--- src/rtl/osc_meter_pkg.sv ---
// Shared definitions for the oscillator period meter.
//   - state_e   : measurement FSM states
//   - W_DEF     : default counter/result width
//   - AVG_DEPTH : number of raw periods averaged when OSC_METER_AVG_EN is defined
//   - AVG_SHIFT : log2(AVG_DEPTH), used to divide the running sum
package osc_meter_pkg;
  localparam int W_DEF     = 24;
  localparam int AVG_DEPTH = 4;
  localparam int AVG_SHIFT = 2;

  typedef enum logic [1:0] {
    IDLE,
    MEASURE,
    TIMEOUT
  } state_e;
endpackage

--- src/rtl/sync_edge_detect.sv ---
// Brings an asynchronous input into the clk domain and produces edge events.
// Ports:
//   clk    : system clock
//   rst    : asynchronous reset, active low
//   sig_in : asynchronous input
//   rise   : one-cycle pulse, 3 cycles after sig_in rises
//   fall   : one-cycle pulse, 3 cycles after sig_in falls
//   level  : settled level of the input, aligned with rise/fall
module sync_edge_detect (
  input  logic clk,
  input  logic rst,
  input  logic sig_in,
  output logic rise,
  output logic fall,
  output logic level
);
  logic s1_q, s2_q, s3_q, rise_q, fall_q;

  always_ff @(posedge clk or negedge rst) begin
    if (!rst) begin
      s1_q   <= 1'b0;
      s2_q   <= 1'b0;
      s3_q   <= 1'b0;
      rise_q <= 1'b0;
      fall_q <= 1'b0;
    end else begin
      s1_q   <= sig_in;
      s2_q   <= s1_q;
      s3_q   <= s2_q;
      // Edge pulses are registered so they line up with s3_q.
      rise_q <= s2_q & ~s3_q;
      fall_q <= ~s2_q & s3_q;
    end
  end

  assign rise  = rise_q;
  assign fall  = fall_q;
  assign level = s3_q;
endmodule

--- src/rtl/osc_period_meter.sv ---
// Measures period and high time of an external square wave in clk cycles.
// Optional feature macro: OSC_METER_AVG_EN (period averaged over the last
// AVG_DEPTH raw periods, valid withheld until the history is full).
// Ports:
//   clk       : system clock
//   rst       : asynchronous reset, active low
//   sig_in    : measured signal, asynchronous to clk
//   period    : cycles between the last two rising edges
//   high_time : cycles from rising to falling edge within that period
//   valid     : one-cycle strobe, period/high_time updated
//   locked    : a valid measurement exists since reset/timeout
//   timeout   : no rising edge for 2^W-1 cycles
module osc_period_meter
  import osc_meter_pkg::*;
#(
  parameter int W = W_DEF
) (
  input  logic         clk,
  input  logic         rst,
  input  logic         sig_in,
  output logic [W-1:0] period,
  output logic [W-1:0] high_time,
  output logic         valid,
  output logic         locked,
  output logic         timeout
);
  localparam logic [W-1:0] CNT_MAX = '1;
  localparam logic [W-1:0] CNT_ONE = {{(W-1){1'b0}}, 1'b1};

  logic rise, fall, level, rise_ev, fall_ev;

  sync_edge_detect u_sync (
    .clk    (clk),
    .rst    (rst),
    .sig_in (sig_in),
    .rise   (rise),
    .fall   (fall),
    .level  (level)
  );

  // Pulses are only honoured when they agree with the settled level.
  assign rise_ev = rise & level;
  assign fall_ev = fall & ~level;

  state_e         state_q, state_d;
  logic [W-1:0]   cnt_q, cnt_d, hi_lat_q, hi_lat_d;
  logic [W-1:0]   per_q, per_d, ht_q, ht_d;
  logic           vld_q, vld_d, lock_q, lock_d, to_q, to_d;
  logic           cap;  // a complete raw period is available this cycle

`ifdef OSC_METER_AVG_EN
  localparam logic [2:0] FILL_FULL = 3'(AVG_DEPTH);
  logic [AVG_DEPTH-1:0][W-1:0] hist_q, hist_d;
  logic [W+1:0]                sum_q, sum_d;
  logic [2:0]                  fill_q, fill_d;
  logic                        pend_q, pend_d;
  logic [W-1:0]                htp_q, htp_d;
  logic                        enter_to;

  assign enter_to = (state_q == MEASURE) && (state_d == TIMEOUT);
`endif

  always_comb begin
    state_d  = state_q;
    cnt_d    = cnt_q;
    hi_lat_d = hi_lat_q;
    per_d    = per_q;
    ht_d     = ht_q;
    vld_d    = 1'b0;
    lock_d   = lock_q;
    to_d     = to_q;
    cap      = 1'b0;
    case (state_q)
      IDLE: begin
        if (rise_ev) begin
          cnt_d   = CNT_ONE;
          state_d = MEASURE;
        end
      end
      MEASURE: begin
        if (cnt_q != CNT_MAX) cnt_d = cnt_q + 1'b1;
        if (fall_ev) hi_lat_d = cnt_q;
        if (rise_ev) begin
          cap   = 1'b1;
          cnt_d = CNT_ONE;
        end else if (cnt_q == CNT_MAX - 1'b1) begin
          // cnt reaches its maximum on this edge: give up on the period.
          state_d = TIMEOUT;
          to_d    = 1'b1;
          lock_d  = 1'b0;
        end
      end
      TIMEOUT: begin
        if (rise_ev) begin
          to_d    = 1'b0;
          cnt_d   = CNT_ONE;
          state_d = MEASURE;
        end
      end
      default: state_d = IDLE;
    endcase

`ifdef OSC_METER_AVG_EN
    hist_d = hist_q;
    sum_d  = sum_q;
    fill_d = fill_q;
    htp_d  = htp_q;
    pend_d = 1'b0;
    if (cap) begin
      // Running sum: drop the oldest entry, add the new one.
      hist_d = {hist_q[AVG_DEPTH-2:0], cnt_q};
      sum_d  = sum_q - {2'b00, hist_q[AVG_DEPTH-1]} + {2'b00, cnt_q};
      fill_d = (fill_q == FILL_FULL) ? fill_q : fill_q + 3'd1;
      pend_d = (fill_q >= FILL_FULL - 3'd1);
      htp_d  = hi_lat_q;
    end
    if (pend_q) begin
      per_d  = W'(sum_q >> AVG_SHIFT);
      ht_d   = htp_q;
      vld_d  = 1'b1;
      lock_d = 1'b1;
    end
    if (enter_to) begin
      hist_d = '0;
      sum_d  = '0;
      fill_d = '0;
    end
`else
    if (cap) begin
      per_d  = cnt_q;
      ht_d   = hi_lat_q;
      vld_d  = 1'b1;
      lock_d = 1'b1;
    end
`endif
  end

  always_ff @(posedge clk or negedge rst) begin
    if (!rst) begin
      state_q  <= IDLE;
      cnt_q    <= '0;
      hi_lat_q <= '0;
      per_q    <= '0;
      ht_q     <= '0;
      vld_q    <= 1'b0;
      lock_q   <= 1'b0;
      to_q     <= 1'b0;
    end else begin
      state_q  <= state_d;
      cnt_q    <= cnt_d;
      hi_lat_q <= hi_lat_d;
      per_q    <= per_d;
      ht_q     <= ht_d;
      vld_q    <= vld_d;
      lock_q   <= lock_d;
      to_q     <= to_d;
    end
  end

`ifdef OSC_METER_AVG_EN
  always_ff @(posedge clk or negedge rst) begin
    if (!rst) begin
      hist_q <= '0;
      sum_q  <= '0;
      fill_q <= '0;
      pend_q <= 1'b0;
      htp_q  <= '0;
    end else begin
      hist_q <= hist_d;
      sum_q  <= sum_d;
      fill_q <= fill_d;
      pend_q <= pend_d;
      htp_q  <= htp_d;
    end
  end
`endif

  assign period    = per_q;
  assign high_time = ht_q;
  assign valid     = vld_q;
  assign locked    = lock_q;
  assign timeout   = to_q;
endmodule

--- config.mk ---
export PLATFORM = sky130hd
export DESIGN_NAME = osc_period_meter
export DESIGN_NICKNAME = d
export VERILOG_FILES = /design/src/rtl/osc_meter_pkg.sv /design/src/rtl/sync_edge_detect.sv /design/src/rtl/osc_period_meter.sv
export SDC_FILE = /design/constraint.sdc
export NUM_CORES = 1
export LEC_CHECK = 0
export BUFFER_PORTS_ARGS = -buffer_cell sky130_fd_sc_hd__clkbuf_2
export CAP_MARGIN = 10
export CORE_UTILIZATION = 45
export CTS_BUF_LIST = sky130_fd_sc_hd__clkbuf_4
export CTS_CLUSTER_DIAMETER = 50
export CTS_CLUSTER_SIZE = 30
export DETAILED_ROUTE_END_ITERATION = 6
export PLACE_DENSITY = 0.66
export SYNTH_ARGS = -nofsm -noshare
export SYNTH_HDL_FRONTEND = slang
export SYNTH_SLANG_ARGS = --single-unit
--- constraint.sdc ---
create_clock -name clk -period 3.3 [get_ports clk]
set_clock_uncertainty 0.05 [all_clocks]
set_input_delay 0.33 -clock clk [delete_from_list [all_inputs] [get_ports clk]]
set_output_delay 0.33 -clock clk [all_outputs]
set_load 0.03 [all_outputs]
Word level (Yosys, flattened, before mapping)

Cells that the tools add are included.

Bits in registers: 106
Bits of input ports: 3
Output and inout bits: 51
Word-level logic and storage cells: 60

Add/subtract/negate cells: 1
Equality and inequality tests: 10
Multiplexer cells: 19
Bitwise gates (word level): 6
Reductions and logical operators: 11

Operators with widths:

| cell                                                                     | number |
|---|---|
| 24-bit two-way mux                                                       | 3 |
| 24-bit case mux with 2 select lines                                      | 1 |
| 24-bit by 1-bit adder with 24-bit output (second input constant)         | 1 |
| 24-bit equality test (second input constant)                             | 1 |
| 24-bit inequality test (second input constant)                           | 1 |
| 1-bit two-way mux                                                        | 10 |
| 3-bit AND reduction                                                      | 3 |
| 2-bit nonzero test                                                       | 4 |
| 2-bit two-way mux                                                        | 3 |
| 2-bit inequality test (second input constant)                            | 3 |
| 1-bit bitwise AND                                                        | 4 |
| 2-bit by 1-bit inequality test with 1-bit output (second input constant) | 2 |
| 2-bit case mux with 2 select lines                                       | 1 |
| 4-bit AND reduction                                                      | 1 |
| 3-bit inequality test (second input constant)                            | 1 |
| 2-bit by 1-bit equality test with 1-bit output (second input constant)   | 1 |
| 2-bit equality test (second input constant)                              | 1 |
| 2-bit logical NOT                                                        | 1 |
| 1-bit NOT                                                                | 2 |
| 1-bit case mux with 2 select lines                                       | 1 |
| 2-bit AND reduction                                                      | 1 |
| 2-bit OR reduction                                                       | 1 |

Logic depth before layout (Yosys ltp)

Gate-level depths: netlist of run 1.

Depth after elaboration: 5
Gate-level depth with buffers: 7
Gate-level depth less buffers: 7

Cells and area by module

From an unflattened synthesis of run 1, not the netlist that was laid out.

Cells, all modules: 440
Area, all modules: 4543.1 um2

By module, submodules not included:

| module           | instances | cells an instance | area each (um2) | sequential area each (um2) |
|---|---|---|---|---|
| osc_period_meter | 1         | 433               | 4403.0          | 2527.4 |
| sync_edge_detect | 1         | 7                 | 140.1           | 125.1 |

Worst setup path after synthesis of run 1

Ideal clock, no wire load.

Kind: reg-to-reg
Start: register cnt_q[1]
End: register cnt_q[20]
Setup time: 79 ps
Data arrival time: 1835 ps
Required time: 3171 ps
Slack: 1336 ps
Stages on the path, launching flop included: 8
Buffers on the path: 1
Period minus slack after synthesis: 1964 ps
Cell sequence: dfrtp_1 ha_1 nand3_1 nor2_1 a211oi_2 buf_6 nand3_1 mux2i_1

Word-level cells in the longest chain between the ends: 4
Elaborated cells between the ends (all ways): 7
Classes of those cells: add/sub: 1; eq/ne: 2; mux: 3; reduce/logical: 1

RTL lines:

| what                                     | RTL line                | source |
|---|---|---|
| start: declaration                       | osc_period_meter.sv:46  | `logic [W-1:0] cnt_q, cnt_d, hi_lat_q, hi_lat_d;` |
| start signal: assignment                 | osc_period_meter.sv:150 | `cnt_q <= cnt_d;` |
| 24-bit by 1-bit adder with 24-bit output | osc_period_meter.sv:81  | `if (cnt_q != CNT_MAX) cnt_d = cnt_q + 1'b1;` |
| 24-bit two-way mux                       | osc_period_meter.sv:81  |  |
| 24-bit two-way mux                       | osc_period_meter.sv:83  | `if (rise_ev) begin` |
| 24-bit case mux with 2 select lines      | osc_period_meter.sv:73  | `case (state_q)` |

Several ways; a longest one is shown, not always the timed one. The select of a mux whose other input is x is not followed.
A chain may end at the register's enable or synchronous reset.

Worst setup path in the final report of run 1

Start: register cnt_q[1]
End: register cnt_q[12]

Same word-level chain as after synthesis.

==> reports/results.tsv, run 1 <==
metric	value	unit
max_slew.worst_pin.slew	0.880	ns
cp.buffers_inverters	0	
p_total	2.66	mW
fin_ws	0.882	ns
routedWlPerCell	14.9	um
fp.dieW	102	um
relSlewSlack	0.413	
crit_family	simple AND/OR/NAND/NOR gates	
status	complete, no violations	
nets	499	
path_class	reg2reg	
ys_async_sr_fraction	1.00	
start_util	0.474	
ys_seq_area_frac	0.594	
ys_seq_elements	106	
ir_drop	0.000399	V
h-tree-depth	3	
clock_latency	0.45	ns
place_congestion	0.875	
cp_max_fo	12	
grtUsageTotal	0.197	
grt_pass1_vias	3201	
dp_hpwl	6.28	mm
hold_class	reg2reg	
cp_slowest_cell	dfrtp_1	
fmax	0.414	GHz
syn_area_per_cell	9.99	sq um
routed_wl	9.38	mm
post-place-ws	0.959	ns
port_buffers	53	
area_growth	12.2	%
grt_start_max_net_pins	72	
overflow	0	
power_density	531	mW/mm^2
design.die.area	0.0103	sq mm
worstSetupStartpointType	register	
synth_edf_count	0	
routed-via-count	3384	
grt_pass1_wl	15.7	mm
ys.flop_type	dfrtp_1	
antenna_left	0	
clock_sinks	106	
cts_tree	yes	
clk_path_buf_depth	2	
grt_antenna_before_repair	0	
fin_util	0.532	
leakage	2.60	nW
initialDrtViolationCount	169	
worstSetupPathDepth	6	
diodes	0	
clkTransAtPathRegs	0.16	ns
netlist_area	0.00447	sq mm
via_per_inst	5.39	
first_pass_iters	4	
synth_fp_nets	452	
synth_cell_types	44	
ioPinCount	54	
cts_root_buf	clkbuf_4	
finalCritPeriodShare	0.733	
route.detailed.drc	0	
cts_buffers	9	
hold_viol	0	
worstPathArrival	2.72	ns
rsz0062_at_grt	no	
post-route-min-period	2.42	ns
synthesis.instances	447	
die_y	102	um
path_cells	ha_1 -> nand3_1 -> nor2_1 -> a211o_1 -> o211ai_1 -> nor2b_1	
rows	35	
slowest_delay	0.50	ns
slew_violations	0	
drive_above_1_share	0.214	
crit_required	3.60	ns
cap_violations	0	
core_area	0.00942	sq mm
whs_path_depth	0	
tns	0	ns
postCtsSetupRepairBufs	0	
yosysWarnings	0	
rr_worst_depth	6	
end_kind	register	
setup_viol	0	
metrics by stage:
step,instance area (sq um),hold WS (ns),std cells
after global placement,4820,0.290,610
after global routing,5010,0.338,628
final,5010,0.332,628
after CTS,5010,0.338,628
after detailed placement,4820,0.303,610
after floorplan,4470,-0.0156,447
report_power, final:
part	internal, mW	switching [mW]
Clock	0.335	0.406
Combinational	0.124	0.270
Sequential	1.41	0.115
Total	1.87	0.790
flip-flops by register name, indices dropped and copies added (netlist names):
register      cells
cnt_q            24
hi_lat_q         24
high_time        24
period           24
state_q           2
locked            1
timeout           1
u_sync.fall       1
u_sync.level      1
u_sync.rise       1
u_sync.s1_q       1
u_sync.s2_q       1
valid             1
final cells by class:
type                            instances  area, sq um
Sequential cell                       106         2650
Timing Repair Buffer                   59          330
Tap cell                              129          161
Clock inverter                          4         76.3
Clock buffer                           12         90.1
Multi-Input combinational cell        312         1680
Fill cell                             895         4410
Inverter                                6         22.5
layer usage:
layer	GRT usage	wire length [um]	vias up
li1	-	-	1604
met1	0.257	4210	1662
met2	0.332	4640	101
met3	0.0352	367	17
met4	0.0713	163	0
met5	0	0	-
kinds of logic after synthesis:
group                      synth area share
AOI/OAI and AO/OA                    0.0888
adders and majority gates           0.00560
buffers and inverters                0.0314
DFF                                   0.594
muxes                                0.0627
and+or+nand+nor                       0.218
repair_timing:
item | CTS | global route
resized for setup | 0 | 0
setup endpoints to repair | 0 | 0
endpoints found under the hold margin | 71 | 0
hold buffers | 2 | 0
synthesized netlist by cell type (all sizes together) (3+ instances only):
| cell | n | area share |
|---|---|---|
| a21oi | 20 | 0.022 |
| nand2 | 157 | 0.13 |
| mux2 | 24 | 0.061 |
| and3 | 3 | 0.0042 |
| or3 | 3 | 0.0042 |
| nor2b | 4 | 0.0056 |
| nand4 | 10 | 0.017 |
| dfrtp | 106 | 0.59 |
| nor2 | 15 | 0.013 |
| inv | 6 | 0.0050 |
| clkbuf | 9 | 0.0078 |
| a31oi | 8 | 0.011 |
| buf | 14 | 0.018 |
| o31ai | 4 | 0.0067 |
| nand3 | 13 | 0.015 |
| nor4 | 4 | 0.010 |
| o21ai | 22 | 0.025 |
worst register-to-register path: stages, from the launching register on:
cell and delay (ns):
dfrtp_1 0.50, ha_1 0.25, nand3_1 0.23, nor2_1 0.47, a211o_1 0.49, o211ai_1 0.15, nor2b_1 0.17
cell usage in the layout (no fill, tap or decap), types with 2 or more instances in the layout:
master / instances
a21oi_1: 20
a31oi_1: 8
a31o_2: 2
clkbuf_4: 12
clkbuf_2: 52
nor4_1: 2
bufinv_16: 2
buf_4: 4
nand2_1: 156
or3_1: 3
and2_1: 2
o31ai_1: 4
inv_1: 5
nor2b_1: 4
a41oi_1: 2
and4_1: 2
nor2_1: 15
dfrtp_1: 106
ha_1: 2
o21ai_0: 22
or4_1: 2
dlygate4sd3_1: 2
and3_1: 3
nand3_1: 13
nand4_1: 9
mux2_2: 24
final timing paths:
| path | start | endpoint | slack, ns |
|---|---|---|---|
| min in group asynchronous | rst | period[15] | 0.49 |
| max in group asynchronous | rst | cnt_q[12] | 2.01 |
| setup / recovery | cnt_q[1] | cnt_q[12] | 0.88 |
| hold / removal | u_sync.s1_q | u_sync.s2_q | 0.33 |
| setup reg to reg | cnt_q[1] | cnt_q[12] | 0.88 |
| hold reg to reg | u_sync.s1_q | u_sync.s2_q | 0.33 |
No activity file was read; power rests on OpenSTA's default activity.
==> inputs of run 2 (changes only) <==
clock period = 2.27 ns   (was 3.3 ns; I/O delays follow)
==> reports/results.tsv, run 2 (synthesis results as in run 1) <==
metric	value	unit
status	complete, no violations	
cts_tree	yes	
rows	35	
tns	0	ns
hold_viol	0	
fp.dieW	102	um
cts_root_buf	clkbuf_4	
worstPathArrival	2.42	ns
setup_viol	0	
first_pass_iters	5	
max_slew.worst_pin.slew	0.808	ns
area_growth	18.5	%
diodes	0	
crit_required	2.61	ns
clock_latency	0.46	ns
path_class	reg2reg	
grtUsageTotal	0.212	
rrSetupSlack	0.19	ns
placed_cell_area	0.00510	sq mm
layout_common_cells	nand2_1 (156), dfrtp_1 (106), clkbuf_2 (52), buf_4 (38), mux2_2 (24)	
route.detailed.drc	0	
fillerInstances	862	
wl_met1	4.53	mm
start_util	0.474	
via_per_inst	5.29	
clk_path_buf_depth	2	
relSlewSlack	0.460	
slowest_delay	0.56	ns
crit_family	simple AND/OR/NAND/NOR gates	
h-tree-depth	3	
layoutNonFillerInstCount	663	
cap_violations	0	
routed_wl	9.84	mm
initialDrtViolationCount	176	
post-place-ws	-0.0431	ns
cts_buffers	9	
holdWs	0.252	ns
postCtsSetupRepairBufs	0	
routedWlPerCell	14.8	um
fmax	0.480	GHz
cp_slowest_cell	nor4_4	
drive_above_1_share	0.268	
end_kind	register	
design.die.area	0.0103	sq mm
rsz0062_at_grt	no	
wl_met2	4.80	mm
dr_wl_met3	367	um
routed-via-count	3507	
antenna_left	0	
finalInstanceArea	0.00529	sq mm
worstSetupStartpointType	register	
clkTransAtPathRegs	0.16	ns
clock_sinks	106	
cp_max_fo	17	
overflow	0	
final_common_cell	nand2_1	
leakage	2.78	nW
rr_worst_depth	5	
r2r_end	cnt_q[19]	
hold_class	in2async	
port_buffers	53	
multi_input_area	0.00169	sq mm
dp_hpwl	6.86	mm
path_cells	nand4_4 -> nor4_4 -> a31o_2 -> nor2_1 -> a21boi_0	
grt_start_max_net_pins	48	
grt_antenna_before_repair	0	
slew_violations	0	
ir_drop	0.000497	V
place_congestion	0.862	
ioPinCount	54	
power_density	749	mW/mm^2
nets	534	
grt_pass1_vias	3430	
reg2reg_from	cnt_q[9]	
register_area	0.00265	sq mm
maxUsedRoutingLayer	met4	
fin_ws	0.187	ns
grt_pass1_wl	16.8	mm
cp.buffers_inverters	0	
fin_util	0.562	
dpl.cell_count	645	
p_total	3.96	mW
post-route-min-period	2.08	ns
die_y	102	um
core_area	0.00942	sq mm
finalCritPeriodShare	0.918	
==> run 2: cell types whose count changed in the layout (fill, tap and decap cells not counted), sizes merged <==
cell,change
buf,+35
clkbuf,-2
clkinv,+1
inv,+1
==> run 2: timing repair <==
| item | 4_1_cts | 5_1_grt |
|---|---|---|
| endpoints found under the hold margin | 45 | 0 |
| setup endpoints to repair | 4 | 2 |
| hold buffers | 2 | 0 |
| gates resized for setup | 1 | 1 |
==> run 2: worst max-delay path by stage <==
stage,from,to,slack [ns],cells after the start
4_1_cts,cnt_q[9],cnt_q[19],0.1,5
5_1_grt,cnt_q[0],cnt_q[23],0.02,6
3_5_place_dp,cnt_q[0],cnt_q[23],-0.04,6
6_report,cnt_q[9],cnt_q[19],0.19,5
2_1_floorplan,cnt_q[1],cnt_q[20],0.31,7
3_3_place_gp,cnt_q[0],cnt_q[23],0.03,6
==> run 2: metal layers <==
layer  global-route usage  vias up
met5                    0        -
met4               0.0680        0
met3               0.0414       12
met2                0.352       96
met1                0.280     1728
li1                     -     1671
==> run 2: area by class of cell <==
type                       count  share of cell area
clock buffer                  10              0.0142
clock inverter                 6              0.0170
inverter                       6             0.00426
multi-input combinational    312               0.318
sequential                   106               0.501
tap                          129              0.0305
timing repair buffer          94               0.114
==> run 2: report_power, final <==
part,internal [mW],switching (mW),total (mW)
Clock,0.464,0.627,1.09
Combinational,0.244,0.467,0.711
Sequential,2.06,0.106,2.16
Total,2.76,1.20,3.96
